File: src/rtl/vga_pkg.sv
// Shared VGA 640x480@60 timing defaults and the renderer colour-field layout.
// Imported by the timing generator; totals are derived rather than hard-coded.
package vga_pkg;

  localparam int unsigned VGA_H_VISIBLE = 640;
  localparam int unsigned VGA_H_FP      = 16;
  localparam int unsigned VGA_H_SYNC    = 96;
  localparam int unsigned VGA_H_BP      = 48;
  localparam int unsigned VGA_V_VISIBLE = 480;
  localparam int unsigned VGA_V_FP      = 10;
  localparam int unsigned VGA_V_SYNC    = 2;
  localparam int unsigned VGA_V_BP      = 33;

  localparam int unsigned VGA_H_TOTAL =
      VGA_H_VISIBLE + VGA_H_FP + VGA_H_SYNC + VGA_H_BP;
  localparam int unsigned VGA_V_TOTAL =
      VGA_V_VISIBLE + VGA_V_FP + VGA_V_SYNC + VGA_V_BP;

  localparam int unsigned COL_R_HI = 7;
  localparam int unsigned COL_R_LO = 5;
  localparam int unsigned COL_G_HI = 4;
  localparam int unsigned COL_G_LO = 2;
  localparam int unsigned COL_B_HI = 1;
  localparam int unsigned COL_B_LO = 0;

  typedef struct packed {
    logic [COL_R_HI-COL_R_LO:0] r;
    logic [COL_G_HI-COL_G_LO:0] g;
    logic [COL_B_HI-COL_B_LO:0] b;
  } colour_t;

  localparam colour_t COLOUR_BLANK = '0;

  // Half-open window test used for the sync pulses: lo <= pos < hi.
  function automatic logic in_span(input logic [9:0] pos, input logic [9:0] lo,
                                   input logic [9:0] hi);
    return (pos >= lo) && (pos < hi);
  endfunction

endpackage

File: src/rtl/pixel_clk_en.sv
// Free-running system-clock divider producing a one-cycle pixel enable.
// TICK is high in the cycle where the divider sits at CLK_DIV-1 (CLK_DIV >= 2).
module pixel_clk_en #(
  parameter int unsigned CLK_DIV = 4
) (
  input  logic CLK,
  input  logic RESET,
  output logic TICK
);

  localparam int unsigned DIV_W = $clog2(CLK_DIV);
  localparam logic [DIV_W-1:0] DIV_LAST = DIV_W'(CLK_DIV - 1);

  logic [DIV_W-1:0] r_div;

  always_ff @(posedge CLK) begin
    if (!RESET) begin
      r_div <= '0;
    end else if (r_div == DIV_LAST) begin
      r_div <= '0;
    end else begin
      r_div <= r_div + 1'b1;
    end
  end

  assign TICK = (r_div == DIV_LAST);

endmodule

File: src/rtl/vga_timing_gen.sv
// VGA raster timing: pixel counters, registered pixel address, and colour/sync outputs
// aligned one pixel behind the address so the renderer's reply lines up with HS/VS.
module vga_timing_gen
  import vga_pkg::*;
#(
  parameter int unsigned CLK_DIV   = 4,
  parameter int unsigned H_VISIBLE = VGA_H_VISIBLE,
  parameter int unsigned H_FP      = VGA_H_FP,
  parameter int unsigned H_SYNC    = VGA_H_SYNC,
  parameter int unsigned H_BP      = VGA_H_BP,
  parameter int unsigned V_VISIBLE = VGA_V_VISIBLE,
  parameter int unsigned V_FP      = VGA_V_FP,
  parameter int unsigned V_SYNC    = VGA_V_SYNC,
  parameter int unsigned V_BP      = VGA_V_BP
) (
  input  logic       CLK,
  input  logic       RESET,
  input  logic [7:0] COLOUR_IN,
  output logic [9:0] ADDRH,
  output logic [8:0] ADDRV,
  output logic [7:0] COLOUR_OUT,
  output logic       HS,
  output logic       VS,
  output logic       FRAME_TICK
);

  localparam int unsigned H_SYNC_START = H_VISIBLE + H_FP;
  localparam int unsigned H_SYNC_END   = H_SYNC_START + H_SYNC;
  localparam int unsigned H_TOTAL      = H_SYNC_END + H_BP;
  localparam int unsigned V_SYNC_START = V_VISIBLE + V_FP;
  localparam int unsigned V_SYNC_END   = V_SYNC_START + V_SYNC;
  localparam int unsigned V_TOTAL      = V_SYNC_END + V_BP;

  localparam logic [9:0] H_VIS  = 10'(H_VISIBLE);
  localparam logic [9:0] H_SS   = 10'(H_SYNC_START);
  localparam logic [9:0] H_SE   = 10'(H_SYNC_END);
  localparam logic [9:0] H_LAST = 10'(H_TOTAL - 1);
  localparam logic [9:0] V_VIS  = 10'(V_VISIBLE);
  localparam logic [9:0] V_SS   = 10'(V_SYNC_START);
  localparam logic [9:0] V_SE   = 10'(V_SYNC_END);
  localparam logic [9:0] V_LAST = 10'(V_TOTAL - 1);

  logic       w_tick;
  logic       w_line_end;
  logic       w_frame_end;
  logic       w_visible;
  logic [9:0] w_hcount_nxt;
  logic [9:0] w_vcount_nxt;
  logic [9:0] w_addrh_nxt;
  logic [8:0] w_addrv_nxt;
  colour_t    w_colour_nxt;
  logic       w_hs_nxt;
  logic       w_vs_nxt;

  logic [9:0] r_hcount;
  logic [9:0] r_vcount;
  logic [9:0] r_addrh;
  logic [8:0] r_addrv;
  colour_t    r_colour;
  logic       r_hs;
  logic       r_vs;
  logic       r_frame_tick;

  pixel_clk_en #(
    .CLK_DIV (CLK_DIV)
  ) u_pixel_clk_en (
    .CLK   (CLK),
    .RESET (RESET),
    .TICK  (w_tick)
  );

  always_comb begin
    w_line_end   = (r_hcount == H_LAST);
    w_frame_end  = w_line_end && (r_vcount == V_LAST);
    w_hcount_nxt = w_line_end ? 10'd0 : r_hcount + 10'd1;
    w_vcount_nxt = r_vcount;
    if (w_line_end) begin
      w_vcount_nxt = (r_vcount == V_LAST) ? 10'd0 : r_vcount + 10'd1;
    end
    // Addresses track the post-advance counters; everything else uses pre-advance.
    w_addrh_nxt  = (w_hcount_nxt < H_VIS) ? w_hcount_nxt : 10'd0;
    w_addrv_nxt  = (w_vcount_nxt < V_VIS) ? w_vcount_nxt[8:0] : 9'd0;
    w_visible    = (r_hcount < H_VIS) && (r_vcount < V_VIS);
    w_colour_nxt = w_visible ? colour_t'(COLOUR_IN) : COLOUR_BLANK;
    w_hs_nxt     = !in_span(r_hcount, H_SS, H_SE);
    w_vs_nxt     = !in_span(r_vcount, V_SS, V_SE);
  end

  always_ff @(posedge CLK) begin
    if (!RESET) begin
      r_hcount     <= '0;
      r_vcount     <= '0;
      r_addrh      <= '0;
      r_addrv      <= '0;
      r_colour     <= COLOUR_BLANK;
      r_hs         <= 1'b1;
      r_vs         <= 1'b1;
      r_frame_tick <= 1'b0;
    end else begin
      r_frame_tick <= 1'b0;
      if (w_tick) begin
        r_hcount     <= w_hcount_nxt;
        r_vcount     <= w_vcount_nxt;
        r_addrh      <= w_addrh_nxt;
        r_addrv      <= w_addrv_nxt;
        r_colour     <= w_colour_nxt;
        r_hs         <= w_hs_nxt;
        r_vs         <= w_vs_nxt;
        r_frame_tick <= w_frame_end;
      end
    end
  end

  assign ADDRH      = r_addrh;
  assign ADDRV      = r_addrv;
  assign COLOUR_OUT = r_colour;
  assign HS         = r_hs;
  assign VS         = r_vs;
  assign FRAME_TICK = r_frame_tick;

endmodule
File: config.mk
export PLATFORM = sky130hd
export DESIGN_NAME = vga_timing_gen
export DESIGN_NICKNAME = d
export VERILOG_FILES = /design/src/rtl/vga_pkg.sv /design/src/rtl/pixel_clk_en.sv /design/src/rtl/vga_timing_gen.sv
export SDC_FILE = /design/constraint.sdc
export NUM_CORES = 1
export LEC_CHECK = 0
export BUFFER_PORTS_ARGS = -buffer_cell sky130_fd_sc_hd__buf_4
export CAP_MARGIN = 20
export CORE_UTILIZATION = 56
export DETAILED_ROUTE_END_ITERATION = 8
export GPL_ROUTABILITY_DRIVEN = 0
export PLACE_DENSITY = 0.87
export SLEW_MARGIN = 20
export SYNTH_ARGS = -nofsm -noshare
export SYNTH_HDL_FRONTEND = slang
export SYNTH_SLANG_ARGS = --single-unit
File: constraint.sdc
create_clock -name CLK -period 5.3 [get_ports CLK]
set_input_delay 0.265 -clock CLK [delete_from_list [all_inputs] [get_ports CLK]]
set_output_delay 0.265 -clock CLK [all_outputs]
set_load 0.01 [all_outputs]
==> out/summary.txt <==
Worst path slowest cell: or4_4
xor/xnor share of the synthesized area: 0.0605
Die Area: 0.00493 mm^2
share of cells above drive strength 1: 0.176
Lkg Pwr: 1.11 nW
Post-synth EDFFs: 0
hold-fix buffer count after cts: 0
global-route wire length before repair: 9.38 mm
mux cell area share after synthesis: 0.0115
post-synth top area share: 0.400
final setup fails: 0
setup TNS: 0 ps
number of cell rows: 24
Fmax achieved: 391 MHz
Clk pin slew, worst setup/hold paths: 100 ps
Core ar.: 0.00441 mm^2
most common cell after layout, fill and taps aside: dfxtp_1
Crit Path Class: register to register
hpwl dp: 3.91 mm
Crit path arrival time: 2770 ps
Mapped Cells: 293
yosys warns: 0
crit end category: register
vias in the first global route: 2017
post-synthesis compound-gate area fraction: 0.212
distinct cell type count after synthesis: 56
async set-reset flop share out of synthesis: 0
Initial Util: 0.590
drt first pass iters: 4
Core Util, Final: 0.663
# DRC: 0
minimum clock period: 2550 ps
Post-Synth Simple-Gate Area: 0.231
startpoint type of the worst setup path: register
Max-Cap Viols: 0
Adder-Cell Fraction of Synth Area: 0.0240
number of diodes: 0
Final ANT Viol Nets: 0
Yosys reg bits: 52
Cell Chain, Critical Path: ha_1, or3b_1, or4_4, o21ai_4, o21ai_0, a21o_1
top post-synthesis cells by area: dfxtp_1 (40%), xnor2_1 (4.7%), a32o_1 (3.8%)
Hold Crit Class: primary input to register
pin count of the biggest net entering global routing: 27
CP max stage delay: 620 ps
cts repair resizes: 0
Slew headroom: 0.589
largest family of logic cells by synthesized area: simple AND/OR/NAND/NOR gates
CTS sink cnt: 52
Seq/Total Area, Yosys: 0.400
grt ovf: 0
leading area contributor after synthesis: dfxtp_1
Total Routing Usage GR: 0.236
Routed WL per cell: 15.6 um
Skew-Pair Late Insertion Delay: 310 ps
syn avg cell area: 8.89 um^2
H-tree depth: 2
TritonCTS clock tree: built
Total Nets Final: 326
Die H: 70.2 um
Max FO, Critical Path: 9
Critical Path RT: 5510 ps
number of buffers created by CTS: 5
Tcrit/Tclk final: 0.482
Net Count, Synth: 308
most frequent cells in the layout: dfxtp_1 (52), buf_4 (40), nand2_1 (24)
FILL cells: 373
pwr dens: 230 mW/mm^2
Clock Skew: 5.81 ps
VDD IR max: 154 uV
clock buffer depth: 2
Synth-to-Final Area Change: 12.4%
worst path bufs/invs: 0
Die W: 70.2 um
post-CTS setup buffers: 0
initial antenna violation count: 0
main flop type after synthesis: dfxtp_1
# port buffers: 39
DR vias: 2224
root buf cell: clkbuf_8
Multi-input gate area: 0.00141 mm^2
RSZ-0062 raised after global routing: false
I/O pin count: 40
Total Wirelength: 5.67 mm
vias per cell: 6.11
Mapped Area: 0.00260 mm^2
Register Area: 0.00104 mm^2
worst slew pin tran: 617 ps
status: finished, final reports clean
final slew viol count: 0
Fin. Hold Viols: 0
1st-iter DRT viols: 227
CP delay by family, top: simple AND/OR/NAND/NOR gates
Worst R2R Setup Slack: 2750 ps
## logic make-up (layout without fill, tap and decap cells)
family | Yosys count | count (layout)
buffers and inverters | 36 | 55
DFF | 52 | 52
AOI/OAI and AO/OA | 72 | 72
adders and majority gates | 5 | 5
and+or+nand+nor | 107 | 107
muxes | 3 | 3
xor gates and xnor gates | 18 | 18
## registers in the layout (all words and copies together) (netlist names)
name	cells
ADDRV	9
COLOUR_OUT	8
HS	1
u_pixel_clk_en.r_div	2
VS	1
FRAME_TICK	1
r_vcount	10
r_hcount	10
ADDRH	10
## report_power, final
group          internal [mW]  total (mW)  switching [mW]
logic                 0.0185      0.0438          0.0254
registers              0.397       0.401         0.00452
clock network         0.0942       0.229           0.135
total                  0.509       0.674           0.165
## per-layer routing
layer / track usage / part of all wire / vias up
li1: - / - / 1100
met1: 0.314 / 0.45 / 1048
met2: 0.386 / 0.48 / 68
met3: 0.0418 / 0.053 / 8
met4: 0.0844 / 0.010 / 0
met5: 0 / 0 / -
## area by class of cell
class / instances / area share
Inverter: 7 / 0.00898
Multi-Input combinational cell: 205 / 0.480
Clock buffer: 6 / 0.0248
Timing Repair Buffer: 40 / 0.103
Clock inverter: 2 / 0.00556
Sequential cell: 52 / 0.356
Tap cell: 52 / 0.0222
## metrics by stage
step                std cells  hold WS [ps]  total power [mW]  setup WS (ps)  cell area, um^2
CTS                       364           159             0.677           2750             2930
global route              364           160             0.695           2580             2930
floorplan                 293           391             0.437           2890             2600
detailed placement        356           416             0.454           2770             2840
global placement          356           414             0.453           2860             2840
finish                    364           158             0.674           2750             2930
## worst paths after layout
| check | cells after the start | end | startpoint |
|---|---|---|---|
| worst min register to register | 1 | u_pixel_clk_en.r_div[0]$_SDFF_PP0_ | u_pixel_clk_en.r_div[0]$_SDFF_PP0_ |
| worst max-delay path | 6 | r_vcount[5]$_SDFFE_PN0P_ | r_hcount[0]$_SDFFE_PN0P_ |
| worst min-delay path | 2 | COLOUR_OUT[3]$_SDFFE_PN0P_ | COLOUR_IN[3] |
| worst max register to register | 6 | r_vcount[5]$_SDFFE_PN0P_ | r_hcount[0]$_SDFFE_PN0P_ |
## Yosys cell counts (5+ instances only)
master and count:
nand3_1 12, a22o_1 10, ha_1 5, a32o_1 10
and2_1 5, nor2_1 19, a21oi_1 6, nand2_1 24
dfxtp_1 52, o31ai_1 5, nand4_1 7, xnor2_1 14
clkbuf_1 21, nor3_1 6, inv_1 7, o21ai_0 15
Note: power is estimated with default switching activity, not from simulation.
